**config.mk**
```make
export PLATFORM = sky130hd
export DESIGN_NAME = da_fir_sequencer_flat
export DESIGN_NICKNAME = d
export VERILOG_FILES = /design/src/rtl/da_fir_sequencer_pkg.sv /design/src/rtl/da_fir_sequencer_if.sv /design/src/rtl/da_fir_sequencer_tap_line.sv /design/src/rtl/da_fir_sequencer.sv /design/src/flat_wrapper.sv
export SDC_FILE = /design/constraint.sdc
export NUM_CORES = 1
export LEC_CHECK = 0
export ABC_AREA = 1
export BUFFER_PORTS_ARGS = -buffer_cell sky130_fd_sc_hd__buf_4
export CORE_MARGIN = 2
export CORE_UTILIZATION = 50
export DETAILED_ROUTE_END_ITERATION = 8
export PLACE_DENSITY = 0.8
export SLEW_MARGIN = 25
export SYNTH_ARGS = -nofsm -noshare
export SYNTH_HDL_FRONTEND = slang
export SYNTH_SLANG_ARGS = --single-unit
```
**constraint.sdc**
```tcl
create_clock -name clk -period 5.65 [get_ports clk]
set_clock_uncertainty 0.15 [all_clocks]
set_input_delay 0 -clock clk [delete_from_list [all_inputs] [get_ports clk]]
set_output_delay 0 -clock clk [all_outputs]
set_load 0.05 [all_outputs]
```
**src/rtl/da_fir_sequencer_pkg.sv**
```systemverilog
// ----------------------------------------------------------------------------
// da_pkg
//   Shared constants and types for the distributed-arithmetic FIR sequencer.
//   DATA_W : sample width, also the number of bit-plane cycles per sample
//   TAPS   : number of taps, equal to the coefficient LUT address width
//   LUT_W  : signed width of one LUT partial sum
//   ACC_W  : signed accumulator / result width
//   BIT_W  : width of the bit-plane counter
// ----------------------------------------------------------------------------
package da_pkg;

   localparam int DATA_W = 8;
   localparam int TAPS   = 8;
   localparam int LUT_W  = 16;
   localparam int ACC_W  = 32;
   localparam int BIT_W  = $clog2(DATA_W);

   // Sequencer phases: waiting for a sample, walking the bit-planes,
   // holding the result for the consumer.
   typedef enum logic [1:0] {
      IDLE = 2'd0,
      BITS = 2'd1,
      DONE = 2'd2
   } state_e;

   // Sign-extend one LUT partial sum to accumulator width.
   function automatic logic [ACC_W-1:0] sext_lut(input logic [LUT_W-1:0] v);
      return {{(ACC_W-LUT_W){v[LUT_W-1]}}, v};
   endfunction

endpackage

```
**src/rtl/da_fir_sequencer_if.sv**
```systemverilog
// ----------------------------------------------------------------------------
// da_fir_sequencer_if
//   Bundles the three buses around the sequencer:
//     sample input  : in_valid / in_ready / in_data
//     LUT port      : lut_en / lut_addr out, lut_data back in the same cycle
//     result output : out_valid / out_ready / out_sum
//   Modports:
//     master : the surroundings (sample source, LUT, consumer)
//     slave  : the sequencer itself
//
//   Handshake rule for both streams: a transfer happens on a rising clk edge
//   where valid and ready are both high. The producer keeps valid and data
//   stable until that edge; ready may change freely. The sequencer's in_ready
//   is only high in IDLE, and out_valid stays high with out_sum frozen until
//   the consumer takes it.
// ----------------------------------------------------------------------------
interface da_fir_sequencer_if;
   import da_pkg::*;

   logic              in_valid;
   logic              in_ready;
   logic [DATA_W-1:0] in_data;
   logic [TAPS-1:0]   lut_addr;
   logic              lut_en;
   logic [LUT_W-1:0]  lut_data;
   logic              out_valid;
   logic              out_ready;
   logic [ACC_W-1:0]  out_sum;

   modport master (
      output in_valid, in_data, lut_data, out_ready,
      input  in_ready, lut_addr, lut_en, out_valid, out_sum
   );

   modport slave (
      input  in_valid, in_data, lut_data, out_ready,
      output in_ready, lut_addr, lut_en, out_valid, out_sum
   );

endinterface

```
**src/rtl/da_fir_sequencer_tap_line.sv**
```systemverilog
// ----------------------------------------------------------------------------
// da_tap_line
//   TAPS x DATA_W sample delay line. tap 0 holds the newest sample.
//   Ports:
//     clk, reset  : clock, synchronous active-high clear of every tap
//     shift_en_i  : push data_i into tap 0, every tap moves one place older
//     data_i      : incoming sample
//     bit_idx_i   : which bit-plane to expose
//     addr_o      : bit-plane address, addr_o[k] = tap[k][bit_idx_i]
// ----------------------------------------------------------------------------
module da_tap_line
   import da_pkg::*;
(
   input  logic              clk,
   input  logic              reset,
   input  logic              shift_en_i,
   input  logic [DATA_W-1:0] data_i,
   input  logic [BIT_W-1:0]  bit_idx_i,
   output logic [TAPS-1:0]   addr_o
);

   logic [DATA_W-1:0] taps_q [TAPS];
   logic [DATA_W-1:0] taps_d [TAPS];

   always_comb begin
      for (int k = 0; k < TAPS; k++) begin
         taps_d[k] = taps_q[k];
      end
      if (shift_en_i) begin
         taps_d[0] = data_i;
         for (int k = 1; k < TAPS; k++) begin
            taps_d[k] = taps_q[k-1];
         end
      end
   end

   always_ff @(posedge clk) begin
      if (reset) begin
         for (int k = 0; k < TAPS; k++) begin
            taps_q[k] <= '0;
         end
      end else begin
         for (int k = 0; k < TAPS; k++) begin
            taps_q[k] <= taps_d[k];
         end
      end
   end

   // Transpose: one bit of every tap forms the LUT address.
   always_comb begin
      addr_o = '0;
      for (int k = 0; k < TAPS; k++) begin
         addr_o[k] = taps_q[k][bit_idx_i];
      end
   end

endmodule

```
**src/rtl/da_fir_sequencer.sv**
```systemverilog
// ----------------------------------------------------------------------------
// da_fir_sequencer
//   Bit-serial distributed-arithmetic FIR control. Accepts one signed sample
//   per handshake, walks the DATA_W bit-planes of the tap line (LSB first),
//   uses each plane as the address of an external coefficient LUT and
//   shift-accumulates the returned partial sums. The sign-bit plane is
//   subtracted, which makes the result correct for two's complement taps.
//   Ports:
//     clk, reset : clock, synchronous active-high reset (clears all state)
//     bus        : sample input, LUT port and result output (slave modport)
//     busy       : high whenever the sequencer is not in IDLE
//     dbg_state  : current FSM state
//   Timing: accept edge is cycle 0, bit-planes run in cycles 1..DATA_W,
//   out_valid rises in cycle DATA_W+1.
// ----------------------------------------------------------------------------
module da_fir_sequencer
   import da_pkg::*;
(
   input  logic                clk,
   input  logic                reset,
   da_fir_sequencer_if.slave   bus,
   output logic                busy,
   output state_e              dbg_state
);

   state_e            state_q, state_d;
   logic [BIT_W-1:0]  bit_q,   bit_d;
   logic [ACC_W-1:0]  acc_q,   acc_d;
   logic [ACC_W-1:0]  sum_q,   sum_d;

   logic              accept;
   logic [TAPS-1:0]   plane;
   logic [ACC_W-1:0]  lut_term;
   logic              last_bit;

   // Reset wins over a simultaneous in_valid, so acceptance is gated here too.
   assign accept   = (state_q == IDLE) && bus.in_valid && !reset;
   assign lut_term = sext_lut(bus.lut_data) << bit_q;
   assign last_bit = (bit_q == BIT_W'(DATA_W-1));

   da_tap_line u_tap_line (
      .clk        (clk),
      .reset      (reset),
      .shift_en_i (accept),
      .data_i     (bus.in_data),
      .bit_idx_i  (bit_q),
      .addr_o     (plane)
   );

   always_ff @(posedge clk) begin
      if (reset) begin
         state_q <= IDLE;
         bit_q   <= '0;
         acc_q   <= '0;
         sum_q   <= '0;
      end else begin
         state_q <= state_d;
         bit_q   <= bit_d;
         acc_q   <= acc_d;
         sum_q   <= sum_d;
      end
   end

   always_comb begin
      state_d      = state_q;
      bit_d        = bit_q;
      acc_d        = acc_q;
      sum_d        = sum_q;
      bus.in_ready = 1'b0;
      bus.lut_en   = 1'b0;
      bus.lut_addr = '0;
      bus.out_valid = 1'b0;

      unique case (state_q)
         IDLE: begin
            bus.in_ready = !reset;
            if (accept) begin
               acc_d   = '0;
               bit_d   = '0;
               state_d = BITS;
            end
         end

         BITS: begin
            bus.lut_en   = 1'b1;
            bus.lut_addr = plane;
            if (last_bit) begin
               // Sign plane carries weight -2^(DATA_W-1).
               acc_d   = acc_q - lut_term;
               sum_d   = acc_d;
               bit_d   = '0;
               state_d = DONE;
            end else begin
               acc_d = acc_q + lut_term;
               bit_d = bit_q + 1'b1;
            end
         end

         DONE: begin
            bus.out_valid = 1'b1;
            if (bus.out_ready) begin
               state_d = IDLE;
            end
         end

         default: begin
            state_d = IDLE;
         end
      endcase
   end

   assign bus.out_sum = sum_q;
   assign busy        = (state_q != IDLE);
   assign dbg_state   = state_q;

endmodule

```
**src/flat_wrapper.sv**
```systemverilog
// flat-port wrapper written by rule: the top's interface ports become plain ports
module da_fir_sequencer_flat import da_pkg::*;
  (clk, reset, busy, dbg_state, bus_in_valid, bus_in_data, bus_lut_data, bus_out_ready, bus_in_ready, bus_lut_addr, bus_lut_en, bus_out_valid, bus_out_sum);
  da_fir_sequencer_if bus_i ();
  input  logic clk;
  input  logic reset;
  output logic busy;
  output state_e dbg_state;
  input wire logic [$bits(bus_i.in_valid)-1:0] bus_in_valid;
  input wire logic [$bits(bus_i.in_data)-1:0] bus_in_data;
  input wire logic [$bits(bus_i.lut_data)-1:0] bus_lut_data;
  input wire logic [$bits(bus_i.out_ready)-1:0] bus_out_ready;
  output wire logic [$bits(bus_i.in_ready)-1:0] bus_in_ready;
  output wire logic [$bits(bus_i.lut_addr)-1:0] bus_lut_addr;
  output wire logic [$bits(bus_i.lut_en)-1:0] bus_lut_en;
  output wire logic [$bits(bus_i.out_valid)-1:0] bus_out_valid;
  output wire logic [$bits(bus_i.out_sum)-1:0] bus_out_sum;
  assign bus_i.in_valid = bus_in_valid;
  assign bus_i.in_data = bus_in_data;
  assign bus_i.lut_data = bus_lut_data;
  assign bus_i.out_ready = bus_out_ready;
  assign bus_in_ready = bus_i.in_ready;
  assign bus_lut_addr = bus_i.lut_addr;
  assign bus_lut_en = bus_i.lut_en;
  assign bus_out_valid = bus_i.out_valid;
  assign bus_out_sum = bus_i.out_sum;
  da_fir_sequencer u_core (.clk(clk), .reset(reset), .bus(bus_i), .busy(busy), .dbg_state(dbg_state));
endmodule
```
* Word-level counts from Yosys, hierarchy flattened
Memory sizes are Yosys's and may differ from the RTL's. Cells that the tools add are included.
Operators by class: reduce and logical (&&, ||, !) cells 9, bitwise gates (word level) 8, shift-type cells 1, multiplexer cells 42, order comparisons 1, equal/unequal tests 6, add/subtract/negate cells 3
Operators with widths (number):
- 2-to-1 mux 8 bit | 9
- 2-to-1 mux 32 bit | 2
- 2-to-1 mux 64 bit | 1
- one-hot mux 32 bit (2 select lines) | 1
- adder 32 bit | 1
- << shifter 32 x 3 -> 32 bit | 1
- subtractor 32 bit | 1
- binary-select mux 1 bit (select 3 bit) | 8
- 2-to-1 mux 1 bit | 14
- bitwise OR 1 bit | 8
- 2-to-1 mux 2 bit | 3
- 2-to-1 mux 3 bit | 2
- one-hot mux 2 bit (3 select lines) | 1
- one-hot mux 3 bit (2 select lines) | 1
- < comparator 3 x 4 -> 1 bit (second input constant) | 1
- != test 2 x 1 -> 1 bit (second input constant) | 2
- AND reduction 2 bit | 2
- nonzero test 2 bit | 2
- adder 3 x 1 -> 3 bit (second input constant) | 1
- equality test 3 bit (second input constant) | 1
- AND reduction 3 bit | 1
- equality test 2 x 1 -> 1 bit (second input constant) | 1
- equality test 2 bit (second input constant) | 1
- logical AND 1 bit | 2
- other kinds (3) | 3
Storage, ports and cells: output and inout bits 46, RAM bits 64, flip-flop bits (word level) 69, input bits 28, word-level logic and storage cells 75, memories 1
Memories:
- u_core.u_tap_line.taps_q | depth 8, width 8, rd ports 8, clocked after memory_dff 0, wr ports 8, line da_fir_sequencer_tap_line.sv:22 | logic [DATA_W-1:0] taps_q [TAPS];

* Longest topological paths before layout
Gate-level depths: netlist (run 1).
depth in word-level cells 5, mapped depth 24, depth with buffers taken out 21

* Hierarchy
From an unflattened synthesis (run 1), not the netlist that was laid out.
Unflattened totals: cells, all modules 1873, area, all modules 11289.6 um^2
By module, submodules not included:
- da_fir_sequencer | cells an instance 1445, area each 7960.1 um^2, seq. area each 1381.3 um^2, times used 1
- da_tap_line | cells an instance 428, area each 3329.4 um^2, seq. area each 1281.2 um^2, times used 1

* Worst setup path after synthesis (run 1)
Ideal clock, no wire load.
kind reg-to-reg, start point reg u_core.bit_q[0], end point reg u_core.acc_q[24], setup time 0.119 ns, buffers on the path 2, stages on the path, launching flop included 20, slack 2.737 ns, data arrival time 2.644 ns, period minus slack after synthesis 2.913 ns, required time 5.381 ns, path through dfxtp_1 -> buf_2 -> inv_2 -> buf_2 -> nand2_1 -> nor3_1 -> ha_1 -> inv_1 -> fa_1 -> nand2_1 -> nand2_1 -> and2_1 -> a21oi_1 -> inv_1 -> nand2_1 -> nand3_1 -> nand3_1 -> nand2_1 -> nand2_1 -> nand2_1
On the way: cells in the longest elaborated chain, start to end 4, elaborated cells between the ends (all ways) 6, those cells by class 2 x add/sub; 1 x eq/ne; 1 x shift; 2 x mux
Ends and longest elaborated chain:
- from (decl) | line da_fir_sequencer.sv:27 | logic [BIT_W-1:0] bit_q, bit_d;
- from (signal assigned) | line da_fir_sequencer.sv:58 | bit_q <= bit_d;
- << shifter 32 x 3 -> 32 bit | line da_fir_sequencer.sv:38 | assign lut_term = sext_lut(bus.lut_data) << bit_q;
- adder 32 bit / subtractor 32 bit (equally long branches) | line da_fir_sequencer.sv:94, da_fir_sequencer.sv:89
- 2-to-1 mux 32 bit (*) | line da_fir_sequencer.sv:87 | if (last_bit) begin
- one-hot mux 32 bit (2 select lines) (*) | line da_fir_sequencer.sv:74 | unique case (state_q)
- to (signal assigned) | line da_fir_sequencer.sv:54 | acc_q <= '0;
- to (signal assigned) | line da_fir_sequencer.sv:59 | acc_q <= acc_d;
- to (decl) | line da_fir_sequencer.sv:28 | logic [ACC_W-1:0] acc_q, acc_d;
Every way passes the cells marked *; elsewhere a longest branch is shown, timed or not. A chain may end at the register's enable or synchronous reset.

* Worst setup path after layout (run 1)
start point reg u_core.bit_q[1], end point reg u_core.acc_q[26]
The elaborated chain is that of the path after synthesis.

==> results_dict.tcl, run 1 <==
set metrics [dict create \
    wire_per_inst_um 17.6 \
    drv_cap 0 \
    h-tree-depth 4 \
    required_ps 5830 \
    cts_buffer_depth 2 \
    synth_area_leaders "dfxtp_1 (26%), nand2_1 (18%), inv_1 (8.4%)" \
    dp_cells 1981 \
    setup_violations 0 \
    die_h_um 147 \
    dpl.hpwl_um 26600 \
    die_area_um2 21700 \
    cp.depth 17 \
    power_density_nw_per_um2 298 \
    hold_slack_ps 48.3 \
    status "finished clean" \
    r2r_cells 17 \
    critical_path_class "flop to flop" \
    synth.ff_latch_count 133 \
    clock-sinks 133 \
    max_stage_delay_ps 440 \
    die_w_um 147 \
    cts_buffers 17 \
    cts.clk_slew.worst_paths_ps 70 \
    n_antenna_cell 0 \
    irDropWorstVdd_v 0.000204 \
    max-slew-margin-rel_pct 36.6 \
    gp_congestion 1.05 \
    hold_viol_final 0 \
    worst-slew-pin-transition_ps 951 \
    setup_tns_ps 0 \
    insertion_delay_ps 430 \
    p_leak_nw 5.86 \
    ys_seq_area_share_pct 25.9 \
    cts_resized 0 \
    fin_cells 2024 \
    cp_common_cell "nand2_1" \
    synthCells 1711 \
    synth_edf_count 0 \
    final_common_cell "nand2_1" \
    antenna_found_initial 0 \
    synth-warning-count 0 \
    synth_top_area_cell "dfxtp_1" \
    crit_chain "buf_4 > inv_1 > buf_4 > o21ai_0 > nand2_1 > o21ai_0 > ha_1 > a21oi_1 > o21ai_0 > a21oi_1 > nor2_1 > nor2_1 > nand3_1 > nand3_1 > nand2_1 > nand2_1 > nand2_1" \
    path_buf_inv 3 \
    wl_um 35600 \
    area_growth_pct 12.8 \
    async_reset_ff_share_pct 0 \
    cp_max_fo 29 \
    period_share_pct 70.8 \
    cp.arrival_ps 4190 \
    hold_class "input port to flop" \
    drive_above_1_share_pct 8.84 \
    synth.distinct_cells 46 \
    fillers 2059 \
    core-area_um2 20200 \
    antenna_left 0 \
    worstSetupEndpoint "u_core.acc_q[26]$_SDFFE_PP0P_" \
    synth-main-ff-cell "dfxtp_1" \
    drt-pass1-iter-count 6 \
    fin_util_pct 57.4 \
    drt_iter0_drc 812 \
    root_buffer "clkbuf_16" \
    cp_slowest_cell "a21oi_1" \
    drv_slew 0 \
    start_util_pct 50.9 \
    final.min_clock_period_ps 4000 \
    syn_area_um2 10300 \
    r2r-start "u_core.bit_q[1]$_SDFFE_PP0P_" \
    fin_nets 1837 \
    cp-startpoint "u_core.bit_q[1]$_SDFFE_PP0P_" \
    synth.avg_cell_area_um2 6.00 \
    numPortBuffers 73 \
    worstSetupStartpointType "flop" \
    yosysTopAreaCellShare_pct 25.9 \
    boundaryPins 74 \
    syn-num-nets 1806 \
    cts_tree "yes" \
    drc 0 \
    gr-total-overflow 0 \
    grt_pass1_wl_um 55700 \
    vias 11300 \
    ff2ff_setup_slack_ps 1650 \
    end_kind "flop" \
    grt_start_max_net_pins 115 \
    first_global_vias 10500 \
    grt_usage_pct 32.8 \
    placement_rows 52 \
    r2r_end "u_core.acc_q[26]$_SDFFE_PP0P_" \
    final_cell_mix "nand2_1 (497), inv_1 (228), nand3_1 (164)" \
    cpLargestDelayFamily "compound AO/OA/AOI/OAI gates" \
    viasPerCell 5.56 \
    rsz0062_at_grt "no" \
    max_freq_mhz 250 \
]
-- cells by family after synthesis --
family | Yosys count | share of synthesized area, %
simple gates | 824 | 33.3
compound gates | 350 | 18.7
buf+inv | 324 | 12.6
flops | 133 | 25.9
fa+ha+maj | 67 | 8.31
xor+xnor | 12 | 1.02
mux | 1 | 0.0975
-- layout make-up --
cell class              count  area (um2)  share of cell area [%]
repair buffers             96         751                    6.48
inverters                 240         901                    7.78
clock buffers              17         425                    3.67
well taps                 270         338                    2.92
multi-input cells        1254        6320                    54.5
flip-flops and latches    133        2660                    23.0
clock inverters            14         188                    1.62
-- worst register-to-register path: stages, from the launching register on --
cell,delay [ps]
dfxtp_1,330
buf_4,320
inv_1,320
buf_4,310
o21ai_0,260
nand2_1,70
o21ai_0,120
ha_1,400
a21oi_1,340
o21ai_0,190
a21oi_1,440
nor2_1,100
nor2_1,170
nand3_1,90
nand3_1,130
nand2_1,60
nand2_1,50
nand2_1,50
-- cells in the mapped netlist (2+ instances only) --
cell type    n
xor2_1      11
nor3_1       9
a21oi_1    134
nor3_2       2
buf_1        5
nand2_1    498
o211ai_1    10
inv_2       11
and2_1       3
nor2_2       5
nand3_1    164
buf_4        9
nor2_1     115
o21ai_1     11
o21ai_0    144
or2_2        3
nand3b_1     2
fa_1         2
a21o_1       3
a31oi_1     13
o21bai_1    18
buf_2       31
nand4_1     12
clkbuf_1    38
inv_1      229
or2_1        3
dfxtp_1    133
nand2_2      4
a21oi_2      8
ha_1        65
-- flip-flops by register name, indices dropped and copies added (netlist names) --
| register | count |
|---|---|
| u_core.bus.out_sum | 32 |
| u_core.acc_q | 32 |
| u_core.bit_q | 3 |
| u_core.u_tap_line.taps_q | 64 |
| u_core.dbg_state | 2 |
-- stage by stage --
stage	total power, mW	cell area [um2]	worst slack (ps)
floorplan	1.91	10300	2740
global placement	2.22	10900	1740
detailed placement	2.22	10900	1740
CTS	3.43	11600	1720
global route	3.62	11600	1350
finish	3.45	11600	1650
-- metal layers --
metal,wire length [um],up-vias,track usage [%]
li1,-,5566,-
met1,15700,5143,43.9
met2,16500,474,54.0
met3,2380,76,3.98
met4,1110,0,12.6
met5,0,-,0
-- where the power goes --
| group | total (mW) | internal (mW) | switching, mW |
|---|---|---|---|
| sequential | 1.02 | 0.981 | 0.0370 |
| clock | 1.21 | 0.706 | 0.500 |
| combinational | 1.23 | 0.356 | 0.871 |
-- timing repair --
| action | 4_1_cts | 5_1_grt |
|---|---|---|
| hold endpoints to repair | 38 | 0 |
| setup buffers | 0 | 0 |
| hold buffers | 12 | 0 |
-- worst min-delay path by stage --
stage | start | to | slack [ps] | cells after the start
2_1_floorplan | bus_out_ready | u_core.dbg_state[1]$_SDFFE_PP0P_ | 20 | 3
3_3_place_gp | bus_in_data[1] | u_core.u_tap_line.taps_q[0][1]$_SDFFE_PP0P_ | 130 | 3
3_5_place_dp | bus_in_data[4] | u_core.u_tap_line.taps_q[0][4]$_SDFFE_PP0P_ | 140 | 3
4_1_cts | bus_lut_data[15] | u_core.acc_q[31]$_SDFFE_PP0P_ | 30 | 6
5_1_grt | bus_lut_data[15] | u_core.acc_q[31]$_SDFFE_PP0P_ | 90 | 6
6_report | bus_lut_data[15] | u_core.acc_q[31]$_SDFFE_PP0P_ | 50 | 6
(Power assumes the default switching activity.)
==> run 2: changes to the inputs <==
--- a/config.mk
+++ b/config.mk
@@ -10,7 +10,7 @@
 export CORE_MARGIN = 2
 export CORE_UTILIZATION = 50
 export DETAILED_ROUTE_END_ITERATION = 8
-export PLACE_DENSITY = 0.8
+export PLACE_DENSITY = 0.83
 export SLEW_MARGIN = 25
 export SYNTH_ARGS = -nofsm -noshare
 export SYNTH_HDL_FRONTEND = slang
==> constraint.sdc (replaced) <==
create_clock -name clk -period 3.5 [get_ports clk]
set_clock_uncertainty 0.15 [all_clocks]
set_input_delay 0 -clock clk [delete_from_list [all_inputs] [get_ports clk]]
set_output_delay 0 -clock clk [all_outputs]
set_load 0.05 [all_outputs]
==> results_dict.tcl, run 2 (synthesized netlist as in run 1, its figures left out) <==
set metrics [dict create \
    end_kind "flop" \
    cp_slowest_cell "ha_1" \
    boundaryPins 74 \
    cts_tree "yes" \
    die_h_um 147 \
    rsz0062_at_grt "no" \
    cts_buffers 17 \
    hold_class "input port to flop" \
    power_density_nw_per_um2 483 \
    final_cell_mix "nand2_1 (496), inv_1 (228), nand3_1 (164)" \
    final.min_clock_period_ps 3290 \
    p_leak_nw 6.03 \
    r2r_cells 17 \
    viasPerCell 5.64 \
    regMostFlops "u_core.u_tap_line.taps_q" \
    core-area_um2 20200 \
    antenna_found_initial 0 \
    dpl.hpwl_um 28300 \
    status "finished clean" \
    register_area_um2 2660 \
    max_stage_delay_ps 410 \
    placement_rows 52 \
    die_area_um2 21700 \
    holdCritStartpoint "bus_lut_data[0]" \
    crit_chain "buf_12 > o21ai_0 > nand2_1 > o21ai_0 > o21ai_0 > inv_1 > ha_1 > nor2_1 > inv_1 > nor2_1 > nand2_1 > o21bai_1 > nand2_1 > nand2_1 > nand2_1 > nand3_1 > nand2_1" \
    antenna_left 0 \
    place_ws_ps 80.1 \
    drt-pass1-iter-count 6 \
    start_util_pct 50.9 \
    grt_pass1_wl_um 57900 \
    largest_reg_flops 64 \
    hold_slack_ps 91.5 \
    final_common_cell "nand2_1" \
    fin_nets 1868 \
    n_antenna_cell 0 \
    setup_slack_ps 213 \
    max-slew-margin-rel_pct 39.7 \
    period_share_pct 93.9 \
    gp_congestion 1.03 \
    cts_buffer_depth 2 \
    setup_tns_ps 0 \
    fillers 1969 \
    ff2ff_setup_slack_ps 210 \
    h-tree-depth 4 \
    grt_start_max_net_pins 69 \
    drt_iter0_drc 1244 \
    clock-sinks 133 \
    cp.arrival_ps 3460 \
    worstSetupStartpointType "flop" \
    wire_per_inst_um 18.1 \
    irDropWorstVdd_v 0.000358 \
    numPortBuffers 73 \
    cp_max_fo 24 \
    root_buffer "clkbuf_16" \
    cp_common_cell "nand2_1" \
    cts.clk_slew.worst_paths_ps 70 \
    area_growth_pct 15.7 \
    die_w_um 147 \
    post-cts-setup-buffers 0 \
    drv_slew 0 \
    multiInputGateArea_um2 6350 \
    insertion_delay_ps 440 \
    r2r-start "u_core.bit_q[0]$_SDFFE_PP0P_" \
    hold_viol_final 0 \
    max_freq_mhz 304 \
    drive_above_1_share_pct 11.0 \
    hold_end "u_core.bus.out_sum[0]$_SDFFE_PP0P_" \
    critical_path_class "flop to flop" \
    drc 0 \
    required_ps 3680 \
    setup_violations 0 \
    vias 11600 \
    wl_um 37100 \
    r2r_end "u_core.acc_q[27]$_SDFFE_PP0P_" \
    first_global_vias 10700 \
    min_path_cells 5 \
    gr-total-overflow 0 \
    worst-slew-pin-transition_ps 904 \
    drv_cap 0 \
    grt_usage_pct 34.3 \
]
## run 2: cell count changes in the layout (fill, tap and decap cells not counted), sizes merged
cell,change
buf,+31
clkinv,+3
clkinvlp,-3
inv,+2
bufinv,-1
## run 2: cell type report
type,instances,share of cell area [%]
multi-input cells,1254,53.4
flip-flops and latches,133,22.4
clock buffers,17,3.58
clock inverters,15,1.76
repair buffers,127,8.38
inverters,240,7.60
well taps,270,2.84
## run 2: what timing repair did
item	CTS	global route
endpoints found under the hold margin	38	0
hold buffers	12	0
setup endpoints to repair	0	34
resized for setup	0	16
## run 2: routing by layer
metal | track usage [%] | routed length [um]
met1 | 48.4 | 16600
met2 | 52.5 | 15800
met3 | 6.77 | 3650
met4 | 11.5 | 1080
met5 | 0 | 0
## run 2: worst max-delay path by stage
| stage | from | to | cells after the start |
|---|---|---|---|
| 2_1_floorplan | u_core.bit_q[0]$_SDFFE_PP0P_ | u_core.acc_q[24]$_SDFFE_PP0P_ | 19 |
| 3_3_place_gp | u_core.bit_q[0]$_SDFFE_PP0P_ | u_core.acc_q[22]$_SDFFE_PP0P_ | 15 |
| 5_1_grt | u_core.bit_q[0]$_SDFFE_PP0P_ | u_core.acc_q[29]$_SDFFE_PP0P_ | 17 |
| 6_report | u_core.bit_q[0]$_SDFFE_PP0P_ | u_core.acc_q[27]$_SDFFE_PP0P_ | 17 |
| 4_1_cts | u_core.bit_q[0]$_SDFFE_PP0P_ | u_core.acc_q[22]$_SDFFE_PP0P_ | 15 |
| 3_5_place_dp | u_core.bit_q[0]$_SDFFE_PP0P_ | u_core.acc_q[22]$_SDFFE_PP0P_ | 15 |
## run 2: critical path: cells and delay by family, from the launching register on
family,cells,cell delay (ps)
fa+ha+maj,1,410
simple gates,9,1030
compound gates,4,890
flops,1,380
buf+inv,3,320
## run 2: power by group
group,leakage (nW),total (mW),switching [mW],internal (mW)
clock,0.311,1.99,0.882,1.10
combinational,4.64,2.11,1.46,0.643
sequential,1.08,1.65,0.0657,1.58
## run 2: metrics by stage
step                      total power [mW]  cell area (um2)  utilization [%]  std cells
final                                 5.74            11900             58.9       2056
after global routing                  6.02            11900             58.9       2056
after CTS                             5.67            11900             58.8       2056
after detailed placement              3.68            11100             55.0       2012
after global placement                3.68            11100             55.0       2012
after floorplan                       3.09            10300                -       1711
==> run 3: changes to the inputs <==
--- a/config.mk
+++ b/config.mk
@@ -7,7 +7,6 @@
 export LEC_CHECK = 0
 export ABC_AREA = 1
 export BUFFER_PORTS_ARGS = -buffer_cell sky130_fd_sc_hd__buf_4
-export CORE_MARGIN = 2
 export CORE_UTILIZATION = 50
 export DETAILED_ROUTE_END_ITERATION = 8
 export PLACE_DENSITY = 0.83
==> results_dict.tcl, run 3 (synthesized netlist as in run 1, its figures left out) <==
set metrics [dict create \
    area_growth_pct 14.8 \
    end_kind "flop" \
    setup_tns_ps 0 \
    drt_iter0_drc 1132 \
    p_leak_nw 5.96 \
    setup_violations 0 \
    drc 0 \
    gr-total-overflow 0 \
    hold_viol_final 0 \
    grt_usage_pct 33.8 \
    die_area_um2 21100 \
    first_global_vias 10600 \
    viasPerCell 5.60 \
    cts_buffer_depth 2 \
    r2r_end "u_core.acc_q[16]$_SDFFE_PP0P_" \
    drv_slew 0 \
    root_buffer "clkbuf_16" \
    placement_rows 52 \
    dp_cells 2003 \
    critical_path_class "flop to flop" \
    r2r_cells 15 \
    cts_tree "yes" \
    fin_nets 1859 \
    ff2ff_setup_slack_ps 200 \
    setup_slack_ps 202 \
    drv_cap 0 \
    largest_reg_flops 64 \
    final_cell_area_um2 11800 \
    final_common_cell "nand2_1" \
    max_freq_mhz 303 \
    antenna_found_initial 0 \
    final.min_clock_period_ps 3300 \
    fin_cells 2047 \
    worstSetupStartpointType "flop" \
    rsz0062_at_grt "yes" \
    dpl_cell_area_um2 11000 \
    cts_buffers 17 \
    irDropWorstVdd_v 0.000347 \
    hold_slack_ps 95.6 \
    n_antenna_cell 0 \
    die_h_um 145 \
    hold_class "input port to flop" \
    power_density_nw_per_um2 472 \
    insertion_delay_ps 430 \
    grt_start_max_net_pins 114 \
    regMostFlops "u_core.u_tap_line.taps_q" \
    dpl.hpwl_um 27200 \
    drt-pass1-iter-count 6 \
    wl_um 35500 \
    status "finished clean" \
    totalPowerFinal_mw 5.56 \
    period_share_pct 94.2 \
    h-tree-depth 4 \
    core-area_um2 20200 \
    place_ws_ps 100 \
    wire_per_inst_um 17.3 \
    worst-slew-pin-transition_ps 913 \
    worstSetupEndpoint "u_core.acc_q[16]$_SDFFE_PP0P_" \
    die_w_um 145 \
    required_ps 3680 \
    max-slew-margin-rel_pct 39.1 \
    boundaryPins 74 \
    fin_util_pct 58.4 \
    final_cell_mix "nand2_1 (497), inv_1 (228), nand3_1 (164)" \
    cp-startpoint "u_core.bit_q[0]$_SDFFE_PP0P_" \
    vias 11500 \
    cp.arrival_ps 3480 \
    cts.clk_slew.worst_paths_ps 70 \
    clock-sinks 133 \
    start_util_pct 50.9 \
    r2r-start "u_core.bit_q[0]$_SDFFE_PP0P_" \
    cp_max_fo 17 \
    grt_pass1_wl_um 55700 \
    antenna_left 0 \
    drive_above_1_share_pct 10.8 \
    gp_congestion 0.989 \
    numPortBuffers 73 \
]
run 3: cell count changes in the layout (fill, tap and decap cells not counted), moves of 2 or more:
cell / change
clkinv_8: +2
o21ai_0: -5
ha_2: +5
o21ai_1: +5
bufinv_16: -2
buf_4: -8
ha_1: -5
run 3: per-layer routing:
metal | up-vias | track usage [%] | wire (um)
li1 | 5595 | - | -
met1 | 5270 | 44.7 | 15100
met2 | 505 | 54.0 | 16100
met3 | 99 | 4.87 | 2730
met4 | 0 | 16.4 | 1560
met5 | - | 0 | 0
run 3: area by class of cell:
class	count	area (um2)
Tap cell	270	338
Clock inverter	15	181
Timing Repair Buffer	118	916
Clock buffer	17	425
Fill cell	1997	8380
Multi-Input combinational cell	1254	6360
Inverter	240	901
Sequential cell	133	2660
run 3: how the worst min path moves through the flow:
| stage | startpoint | end | slack, ps | cells past startpoint |
|---|---|---|---|---|
| finish | bus_lut_data[0] | u_core.bus.out_sum[0]$_SDFFE_PP0P_ | 100 | 5 |
| global route | bus_lut_data[0] | u_core.bus.out_sum[0]$_SDFFE_PP0P_ | 150 | 5 |
| CTS | bus_lut_data[0] | u_core.bus.out_sum[0]$_SDFFE_PP0P_ | 100 | 5 |
| detailed placement | bus_out_ready | u_core.dbg_state[1]$_SDFFE_PP0P_ | 120 | 4 |
| global placement | bus_out_ready | u_core.dbg_state[1]$_SDFFE_PP0P_ | 110 | 4 |
| floorplan | bus_out_ready | u_core.dbg_state[1]$_SDFFE_PP0P_ | 20 | 3 |
run 3: worst max-delay path, stage by stage, from the launching register on:
cell and delay (ps):
dfxtp_2 340, inv_2 220, nand2_1 130, nor3_1 320, ha_1 210, inv_1 50
fa_1 430, nand2_1 80, nand2_1 110, and2_1 230, a21oi_1 260, o21ai_1 120
o21ai_1 330, nand2_1 90, nand2_1 70, nand2_1 60
run 3: where the power goes:
group          internal (mW)  leakage (nW)  switching (mW)
Combinational          0.625          4.58            1.41
Sequential              1.58          1.08          0.0651
Clock                  0.970         0.296           0.903
run 3: repair_timing:
item / 4_1_cts / 5_1_grt
buffers inserted: 0 / 0
hold endpoints to repair: 38 / 0
gates resized for setup: 0 / 24
endpoints found under the setup margin: 0 / 25
hold buffers: 12 / 0
